===== src/rtl/alu_pkg.sv =====
// Shared definitions for the SimpleALU datapath blocks.
//   ser_state_e   : serial adder control states
//   SER_ADD_WIDTH : default operand width of the serial adder
package alu_pkg;

  typedef enum logic [1:0] {
    IDLE,
    SHIFT,
    DONE
  } ser_state_e;

  localparam int unsigned SER_ADD_WIDTH = 4;

endpackage


===== src/rtl/serial_adder_fa.sv =====
// full_adder_cell: single-bit combinational full adder.
//   a, b, cin : addend bits and carry in
//   s         : sum bit
//   cout      : carry out (majority of the three inputs)
module full_adder_cell (
  input  logic a,
  input  logic b,
  input  logic cin,
  output logic s,
  output logic cout
);

  always_comb begin
    s    = a ^ b ^ cin;
    cout = (a & b) | (a & cin) | (b & cin);
  end

endmodule


===== src/rtl/serial_adder.sv =====
// serial_adder: bit-serial N-bit adder, LSB first, one full_adder_cell reused
// for N cycles. Valid/ready handshake on both the operand and result sides.
//   clk_i, rst_i    : clock, synchronous active-high reset
//   a_i, b_i, cin_i : operands and carry in, sampled when valid_i & ready_o
//   valid_i/ready_o : operand handshake (ready_o high only in IDLE)
//   sum_o           : A+B+cin modulo 2^N
//   cout_o          : carry out of bit N-1
//   sign_o          : sum_o[N-1]
//   valid_o/ready_i : result handshake (result held while ready_i low)
//   ovf_o           : signed overflow, present only with SERIAL_ADDER_OVF_EN
module serial_adder
  import alu_pkg::*;
#(
  parameter int unsigned N = SER_ADD_WIDTH
) (
  input  logic         clk_i,
  input  logic         rst_i,
  input  logic [N-1:0] a_i,
  input  logic [N-1:0] b_i,
  input  logic         cin_i,
  input  logic         valid_i,
  output logic         ready_o,
  output logic [N-1:0] sum_o,
  output logic         cout_o,
  output logic         sign_o,
  output logic         valid_o,
  input  logic         ready_i
`ifdef SERIAL_ADDER_OVF_EN
  ,
  output logic         ovf_o
`endif
);

  localparam int unsigned CW = $clog2(N + 1);

  ser_state_e     state, next_state;
  logic [CW-1:0]  count;
  logic [N-1:0]   a_sr, b_sr, sum_sr, sum_nxt;
  logic           carry;
  logic           fa_s, fa_c;
  logic           accept;
  logic           last_bit;

  full_adder_cell u_fa (
    .a    (a_sr[0]),
    .b    (b_sr[0]),
    .cin  (carry),
    .s    (fa_s),
    .cout (fa_c)
  );

  assign accept   = valid_i && (state == IDLE);
  assign last_bit = (state == SHIFT) && (count == CW'(N - 1));

  // State register
  always_ff @(posedge clk_i) begin
    if (rst_i) state <= IDLE;
    else       state <= next_state;
  end

  // Next-state logic
  always_comb begin
    next_state = state;
    case (state)
      IDLE:    if (valid_i)  next_state = SHIFT;
      SHIFT:   if (last_bit) next_state = DONE;
      DONE:    if (ready_i)  next_state = IDLE;
      default: next_state = IDLE;
    endcase
  end

  // Output logic
  always_comb begin
    ready_o = (state == IDLE);
    valid_o = (state == DONE);
  end

  // New sum bit enters at the MSB so that after N shifts bit 0 sits at the LSB.
  always_comb begin
    sum_nxt        = sum_sr >> 1;
    sum_nxt[N-1]   = fa_s;
  end

  // Datapath: operand/sum shift registers, carry flop, bit counter
  always_ff @(posedge clk_i) begin
    if (rst_i) begin
      a_sr   <= '0;
      b_sr   <= '0;
      sum_sr <= '0;
      carry  <= 1'b0;
      count  <= '0;
    end else if (accept) begin
      a_sr   <= a_i;
      b_sr   <= b_i;
      carry  <= cin_i;
      count  <= '0;
    end else if (state == SHIFT) begin
      a_sr   <= a_sr >> 1;
      b_sr   <= b_sr >> 1;
      sum_sr <= sum_nxt;
      carry  <= fa_c;
      count  <= count + CW'(1);
    end
  end

  // After the last shift the carry flop holds the carry out of bit N-1.
  assign sum_o  = sum_sr;
  assign sign_o = sum_sr[N-1];
  assign cout_o = carry;

`ifdef SERIAL_ADDER_OVF_EN
  // On the last shift, carry is the carry into bit N-1 and fa_c the carry out.
  always_ff @(posedge clk_i) begin
    if (rst_i)         ovf_o <= 1'b0;
    else if (last_bit) ovf_o <= carry ^ fa_c;
  end
`endif

endmodule


===== config.mk =====
export PLATFORM = sky130hd
export DESIGN_NAME = serial_adder
export DESIGN_NICKNAME = d
export VERILOG_FILES = /design/src/rtl/alu_pkg.sv /design/src/rtl/serial_adder_fa.sv /design/src/rtl/serial_adder.sv
export SDC_FILE = /design/constraint.sdc
export NUM_CORES = 1
export LEC_CHECK = 0
export ABC_AREA = 1
export BUFFER_PORTS_ARGS = -buffer_cell sky130_fd_sc_hd__buf_4
export CAP_MARGIN = 20
export CELL_PAD_IN_SITES_DETAIL_PLACEMENT = 0
export CELL_PAD_IN_SITES_GLOBAL_PLACEMENT = 1
export CORE_ASPECT_RATIO = 1.75
export CORE_MARGIN = 2
export CORE_UTILIZATION = 35
export CTS_CLUSTER_DIAMETER = 120
export DETAILED_ROUTE_END_ITERATION = 10
export PLACE_DENSITY = 0.75
export SLEW_MARGIN = 10
export SYNTH_ARGS = -nofsm -noshare
export SYNTH_HDL_FRONTEND = slang
export SYNTH_HIERARCHICAL = 1
export SYNTH_SLANG_ARGS = --single-unit

===== constraint.sdc =====
create_clock -name clk_i -period 2.2 [get_ports clk_i]
set_input_delay 0.11 -clock clk_i [delete_from_list [all_inputs] [get_ports clk_i]]
set_output_delay 0.11 -clock clk_i [all_outputs]
set_load 0.005 [all_outputs]

* After elaboration in Yosys (flattened, before gate mapping) *
Index checks and enable logic that the tools add are counted.

operators by class
  add/sub/neg operators = 1
  multiply operators = 0
  div/mod/pow operators = 0
  $lt $le $gt $ge = 0
  equality and inequality tests = 6
  shift-type cells = 0
  multiplexer cells = 10
  bitwise logic cells = 8
  reductions and logical operators = 7

operator list
  operator                                              number
  2-to-1 mux 4 bit                                      4
  2-to-1 mux 2 bit                                      3
  one-hot mux 2 bit (3 select lines)                    1
  != test 2 bit (second input constant)                 2
  adder 3 x 1 -> 3 bit (second input constant)          1
  bitwise AND 1 bit                                     3
  equality test 3 x 2 -> 1 bit (second input constant)  1
  AND reduction 3 bit                                   1
  equality test 2 x 1 -> 1 bit (second input constant)  1
  equality test 2 bit (second input constant)           1
  logical AND 1 bit                                     2
  zero test 2 bit                                       1
  2-to-1 mux 1 bit                                      2
  != test 2 x 1 -> 1 bit (second input constant)        1
  OR 1 bit                                              2
  AND reduction 2 bit                                   1
  nonzero test 2 bit                                    1
  OR reduction 2 bit                                    1
  bitwise XOR 1 bit                                     2
  NOT 1 bit                                             1

storage, ports and cells
  flip-flop bits (word level) = 18
  bits in latches = 0
  memory bits (writable) = 0
  bits in read-only memories = 0
  bits of input ports = 13
  output and inout port bits = 8
  word-level logic and storage cells = 38
  memories kept = 0

* Longest topological paths before layout *
Gate-level depths: netlist (run 1).

  word-level depth = 5
  mapped depth = 8
  mapped depth without buffers = 6

* Hierarchy *
Netlist (run 1), hierarchy kept.

by module, submodules not included
  module           instances  cells each  area an instance (um2)  sequential area each (um2)
  serial_adder     1          119         834.6                   360.3
  full_adder_cell  1          1           20.0                    0.0

* Worst setup path before layout (run 1) *
Ideal clock, no wire load.

  kind = register to register
  from = register carry (netlist: cout_o)
  to = register sum_sr[3] (netlist: sum_o[3])
  setup time = 0.116 ns
  arrival = 0.955 ns
  data required time = 2.084 ns
  slack = 1.129 ns
  stages on the path, launching flop included = 4
  path buffers = 0
  period minus slack after synthesis = 1.071 ns
  path through = dfxtp_1 -> fa_1 -> o21ai_0 -> nor2_1

between the ends
  cells in the longest elaborated chain, start to end = 1

ends and longest elaborated chain
  item                    RTL line               text
  start, declared         serial_adder.sv:39     logic carry;
  start signal, assigned  serial_adder.sv:95     carry <= cin_i;
  bitwise XOR 1 bit       serial_adder_fa.sv:14  s = a ^ b ^ cin;
  via fa_s                serial_adder.sv:40     logic fa_s, fa_c;
  end signal, assigned    serial_adder.sv:100    sum_sr <= sum_nxt;
  end, declared           serial_adder.sv:38     logic [N-1:0] a_sr, b_sr, sum_sr, sum_nxt;

The timed path passes the listed nets, and every way through them passes these cells.
A chain may end at the register's enable or synchronous reset.

* Worst setup path in the final report (run 1) *
  from = register state[1]
  to = output valid_o

between the ends
  cells in the longest elaborated chain, start to end = 1

ends and longest elaborated chain
  item                    RTL line            text
  start, declared         serial_adder.sv:36  ser_state_e state, next_state;
  start signal, assigned  serial_adder.sv:58  else state <= next_state;
  equality test 2 bit     serial_adder.sv:75  valid_o = (state == DONE);
  end, declared           serial_adder.sv:26  output logic valid_o,

Every way passes these cells.

==> results.ini, run 1 <==
[sta]
max_slew_margin_pct = 74.3
min_period_ns = 1.18
fin_worst_skew_ns = 0.00303
final_hold_viol_count = 0
post-route-period-util_pct = 53.7
setup_viol = 0
worst_slew_pin_slew_ns = 0.385
hold_slack_ns = 0.109
grt_setup_unrepaired = no
fin_setup_tns_ns = 0
slew_violations = 0
max_freq_mhz = 846
worst_slack_ns = 1.02

[worst_setup_path]
crit_buf_inv = 2
r2r-end = b_sr[2]$_SDFFE_PP0P_
path_delay_family = flip-flops
worstSetupStartpointType = register
path_class = reg2out
cp.depth = 3
cp_slowest_stage_delay_ns = 0.46
rr_worst_depth = 6
worstPathCellList = inv_2, nor2_1, buf_4
worstPathMaxFanout = 3
end_kind = primary output
crit_slowest_cell = dfxtp_1
r2r-start = state[0]$_SDFFE_PP0P_
arrival_ns = 1.07
regToRegSetupSlack_ns = 1.05
crit_required_ns = 2.09

[clock_tree]
clkSlewWorstSetupHoldPaths_ns = 0.07
cts_buffers = 3
post_cts_resized = 0
cts_tree = done
postCtsSetupBuffers = 0
cts-hold-fix-buffers = 0
worstSkewPairLatency_ns = 0.25
cts.htree.levels = 1
cts_sinks = 18
root_buffer = clkbuf_8
clock_path_buffers = 2

[global_route]
grt_start_max_net_pins = 14
overflow = 0
grt_pass1_wl_um = 2770
grt_pass1_vias = 676
antenna_found_initial = 0
grt_usage_pct = 14.2

[floorplan]
die_h_um = 69.4
ios = 21
die_w_um = 41.4
die_area_mm2 = 0.00287
core_mm2 = 0.00230
placementRows = 23
initial_core_util_pct = 37.1

[worst_hold_path]
hold-path-endpoint = b_sr[3]$_SDFFE_PP0P_
hold_depth = 3
hold_class = in2reg
min_from = b_i[3]

[status]
status = completed

[routing]
drtIter0Drc = 2
wire_per_inst_um = 10.6
vias = 752
drtAntennaViolNets = 0
drc_errors = 0
routed_via_density = 4.59
drt_first_pass_iters = 2
routed_wirelength_um = 1730

[yosys]
syn_area_per_cell_um2 = 7.12
synth.distinct_cells = 18
yosys_warnings = 6
synth_edf_count = 0
async_flop_share_pct = 0
synth_area_um2 = 855
synth_nets = 136
synth_flop_cell = dfxtp_1
ys_seq_area_share_pct = 42.2
synth.ff_latch_count = 18
synthCells = 120

[final_layout]
post-route-cell-area_mm2 = 0.00105
multi_input_area_um2 = 400
final_layout_size_suffix_gt1_share_pct = 22.3
regArea_um2 = 360
nFillCells = 252
syn_to_final_growth_pct = 22.8
num-nets-final = 156
n_antenna_cell = 0

[placed_design]
dpl.hpwl_um = 1320
placed_area_um2 = 995
place_congestion = 0.675
post-place-ws_ns = 1.04
io_buffers = 20

[pwr]
peakVddDrop_mv = 0.439
p_leak_nw = 0.553
pwr_density_cell_mw_per_mm2 = 701

[run]
maxCapViolations = 0

worst reg2reg max path: cells and delay by family (launching register included):
family	cells	cell delay [ns]
simple gates	5	0.55
flops	1	0.47
buf+inv	1	0.07
routing by layer:
metal | track usage [%] | part of all wire, %
met1 | 16.0 | 43
met2 | 22.6 | 51
met3 | 2.88 | 4.3
met4 | 8.60 | 2.0
met5 | 0 | 0
flip-flops by register name (all words and copies together) (netlist names):
name    cells
sum_o       4
b_sr        4
count       3
cout_o      1
a_sr        4
state       2
cells in the final DEF (no fill, tap or decap), drive strengths merged:
cell and instances:
buf 20, xor2 1, ha 2, fa 1, nand2 33, o21ai 6, a21oi 4, o21a 1
nand3 8, dfxtp 18, clkbuf 4, nor2 27, inv 14
cell type report:
type	count	area share (%)
multi-input cells	83	38.1
flip-flops and latches	18	34.3
repair buffers	20	14.3
clock buffers	4	5.24
inverters	14	5.01
well taps	25	2.98
kinds of logic after synthesis:
logic type / share of synthesized area (%)
flip-flops: 42.2
adder cells (fa/ha/maj): 5.27
buffers and inverters: 11.0
AND/OR/NAND/NOR: 33.4
XOR/XNOR: 1.03
AO/OA/AOI/OAI: 7.17
per-stage QoR:
step,util (%),std cells,power (W)
after floorplan,-,120,0.000440
after global placement,43.2,160,0.000479
after detailed placement,43.2,160,0.000479
after CTS,45.6,164,0.000749
after global routing,45.6,164,0.000776
final,45.6,164,0.000736
synthesized netlist by cell type (2+ instances only):
cell,number,area share (%)
a21oi_1,4,2.3
buf_4,2,1.8
buf_6,2,2.6
dfxtp_1,18,42
ha_1,2,2.9
inv_1,12,5.3
inv_2,2,0.88
nand2_1,31,14
nand2_2,2,1.5
nand3_1,8,4.7
nor2_1,25,11
nor2_4,2,2.6
o21ai_0,5,2.9
power breakdown:
group | switching [W] | leakage [nW] | internal, W
sequential | 0.0000154 | 0.148 | 0.000346
clock | 0.000107 | 0.0288 | 0.000159
combinational | 0.0000567 | 0.377 | 0.0000516
worst max path at each step:
stage,startpoint,end
floorplan,cout_o$_SDFFE_PP0P_,sum_o[3]$_SDFFE_PP0P_
global placement,state[0]$_SDFFE_PP0P_,b_sr[2]$_SDFFE_PP0P_
detailed placement,state[0]$_SDFFE_PP0P_,b_sr[2]$_SDFFE_PP0P_
CTS,state[1]$_SDFFE_PP0P_,valid_o
global route,state[0]$_SDFFE_PP0P_,a_sr[2]$_SDFFE_PP0P_
finish,state[1]$_SDFFE_PP0P_,valid_o
Note: power is estimated with default switching activity, not from simulation.
==> run 2, diff against run 1 <==
- clock period: 2.2 -> 1.09 ns (I/O delays scaled with it)
==> run 2 against run 1 <==
Final cell count up 3.0%. Die area unchanged. Global-route usage up 1.6 points. Sequential share of layout area down 2.1 points. Combinational power up 140%. Critical endpoint is now sum_o[3]$_SDFFE_PP0P_. Utilization up 4.5 points. Non-clock buffer count up 4.
==> results.ini, run 2 (synthesis gave the netlist of run 1 again) <==
[status]
status = completed

[sta]
setup_viol = 0  ; unchanged
final_hold_viol_count = 0  ; unchanged
max_slew_margin_pct = 86.6  ; +12 points
worst_slack_ns = 0.00555  ; -1.01 ns
worst_slew_pin_slew_ns = 0.200  ; -0.185 ns
post-route-period-util_pct = 99.5
max_freq_mhz = 922
min_period_ns = 1.08
slew_violations = 0  ; unchanged
grt_setup_unrepaired = yes
fin_worst_skew_ns = 0.00321  ; +0.000179 ns
hold_slack_ns = 0.0491  ; -0.0597 ns

[worst_setup_path]
worstPathCellList = fa_2, o21ai_2, nor2_1
regToRegSetupSlack_ns = 0.006  ; -1.04 ns
crit_buf_inv = 0  ; -2
rr_worst_depth = 3  ; -3
r2r-start = a_sr[0]$_SDFFE_PP0P_
path_delay_family = adder cells
r2r-end = sum_o[3]$_SDFFE_PP0P_
end_kind = register
worstSetupStartpointType = register
crit_slowest_cell = fa_2
cp_slowest_stage_delay_ns = 0.56  ; +0.10 ns
path_class = reg2reg
arrival_ns = 1.28  ; +0.21 ns
crit_required_ns = 1.28  ; -0.81 ns
worstPathMaxFanout = 2  ; -1
worstSetupStartpoint = a_sr[0]$_SDFFE_PP0P_

[placed_design]
place_congestion = 0.711  ; +5.3%
dpl.hpwl_um = 1350  ; +2.7%
io_buffers = 20  ; unchanged
placed_area_mm2 = 0.00104  ; +4.3%
post-place-ws_ns = -0.0348  ; -1.07 ns
dp.cells = 164  ; +2.5%

[floorplan]
core_mm2 = 0.00230  ; unchanged
placementRows = 23  ; unchanged
initial_core_util_pct = 37.1  ; unchanged
ios = 21  ; unchanged
die_area_mm2 = 0.00287  ; unchanged
die_h_um = 69.4  ; unchanged
die_w_um = 41.4  ; unchanged

[worst_hold_path]
min_from = ready_i
hold_class = in2reg
hold_depth = 4  ; +1
hold-path-endpoint = state[1]$_SDFFE_PP0P_

[pwr]
p_comb_share_pct = 16.9  ; +2.2 points
pwr_density_cell_mw_per_mm2 = 1330  ; +89%
peakVddDrop_mv = 0.638  ; +45%
seqPwrFrac_pct = 47.8  ; -1.3 points
p_switching_w = 0.000381  ; +110%
finalPower_w = 0.00153  ; +110%
p_leak_nw = 0.581  ; +5.0%
p_clk_share_pct = 35.3  ; -0.9 points
sw_frac_of_total_pct = 24.9  ; +0.50 points
p_int_w = 0.00115  ; +110%

[global_route]
grt_pass1_wl_um = 3210  ; +16%
antenna_found_initial = 0  ; unchanged
grt_pass1_vias = 758  ; +12%
grt_usage_pct = 15.8  ; +1.6 points
grt_start_max_net_pins = 12  ; -2
overflow = 0  ; unchanged

[final_layout]
final_cells = 169  ; +3.0%
final_layout_size_suffix_gt1_share_pct = 34.0  ; +12 points
nFillCells = 249  ; -1.2%
post-route-cell-area_mm2 = 0.00115  ; +9.8%
num-nets-final = 161  ; +3.2%
syn_to_final_growth_pct = 34.8
layout_commonest_cell = nand2_1
n_antenna_cell = 0  ; unchanged
final_cell_mix = 29 x nand2_1, 25 x nor2_1, 23 x buf_4, 13 x dfxtp_1, 11 x inv_1

[clock_tree]
root_buffer = clkbuf_8
cts_buffers = 3  ; unchanged
clock_path_buffers = 2  ; unchanged
cts-hold-fix-buffers = 0  ; unchanged
clkSlewWorstSetupHoldPaths_ns = 0.07  ; about the same
cts.htree.levels = 1  ; unchanged
cts_tree = done
worstSkewPairLatency_ns = 0.25  ; about the same
cts_sinks = 18  ; unchanged

[routing]
drt_first_pass_iters = 4  ; +2
drtIter0Drc = 8  ; +6
routed_via_density = 4.65  ; +1.4%
routed_wirelength_um = 1850  ; +6.5%
vias = 786  ; +4.5%
wire_per_inst_um = 10.9  ; +3.4%
drtAntennaViolNets = 0  ; unchanged
drc_errors = 0  ; unchanged

[run]
maxCapViolations = 0  ; unchanged

run 2: how the worst max path moves through the flow:
stage | end | cells past startpoint
3_5_place_dp | count[2]$_SDFFE_PP0N_ | 5
3_3_place_gp | count[2]$_SDFFE_PP0N_ | 5
4_1_cts | count[2]$_SDFFE_PP0N_ | 5
2_1_floorplan | sum_o[3]$_SDFFE_PP0P_ | 3
6_report | sum_o[3]$_SDFFE_PP0P_ | 3
5_1_grt | sum_o[3]$_SDFFE_PP0P_ | 3
run 2: cell type report:
cell class / count / area, µm² / area share (%)
flip-flops and latches: 18 / 372 / 32.2
inverters: 14 / 55.1 / 4.78
repair buffers: 24 / 193 / 16.7
well taps: 25 / 31.3 / 2.71
clock buffers: 4 / 55.1 / 4.78
multi-input cells: 84 / 447 / 38.8
run 2: worst min-delay path, cell delays in order:
cell and delay [ns]:
buf_4 0.08, inv_1 0.03, nand2_1 0.05, a21oi_1 0.05
run 2: stage by stage:
stage / setup TNS (ns) / util, %
5_1_grt: -0.0842 / 50.1
3_5_place_dp: -0.0659 / 45.1
6_report: 0 / 50.1
3_3_place_gp: 0 / 45.1
4_1_cts: -0.00776 / 48.1
2_1_floorplan: 0 / -
run 2: power groups by stage:
stage	sequential (W)	combinational [W]	clock, W
floorplan	0.000736	0.000153	0
global placement	0.000743	0.000246	0
detailed placement	0.000744	0.000248	0
CTS	0.000733	0.000254	0.000568
global route	0.000738	0.000297	0.000584
finish	0.000731	0.000259	0.000540
run 2: per-layer routing:
| metal | vias to the layer above | global-route usage [%] | part of all wire, % |
|---|---|---|---|
| met2 | 18 | 25.2 | 54 |
| met3 | 2 | 1.92 | 3.7 |
| li1 | 413 | - | - |
| met1 | 353 | 19.0 | 41 |
| met4 | 0 | 8.60 | 1.2 |
| met5 | - | 0 | 0 |
run 2: repair_timing:
action	in CTS	in global routing
pin swaps	3	5
setup endpoints to repair	10	11
resized for setup	8	11
gates cloned	1	0
buffers inserted	0	0
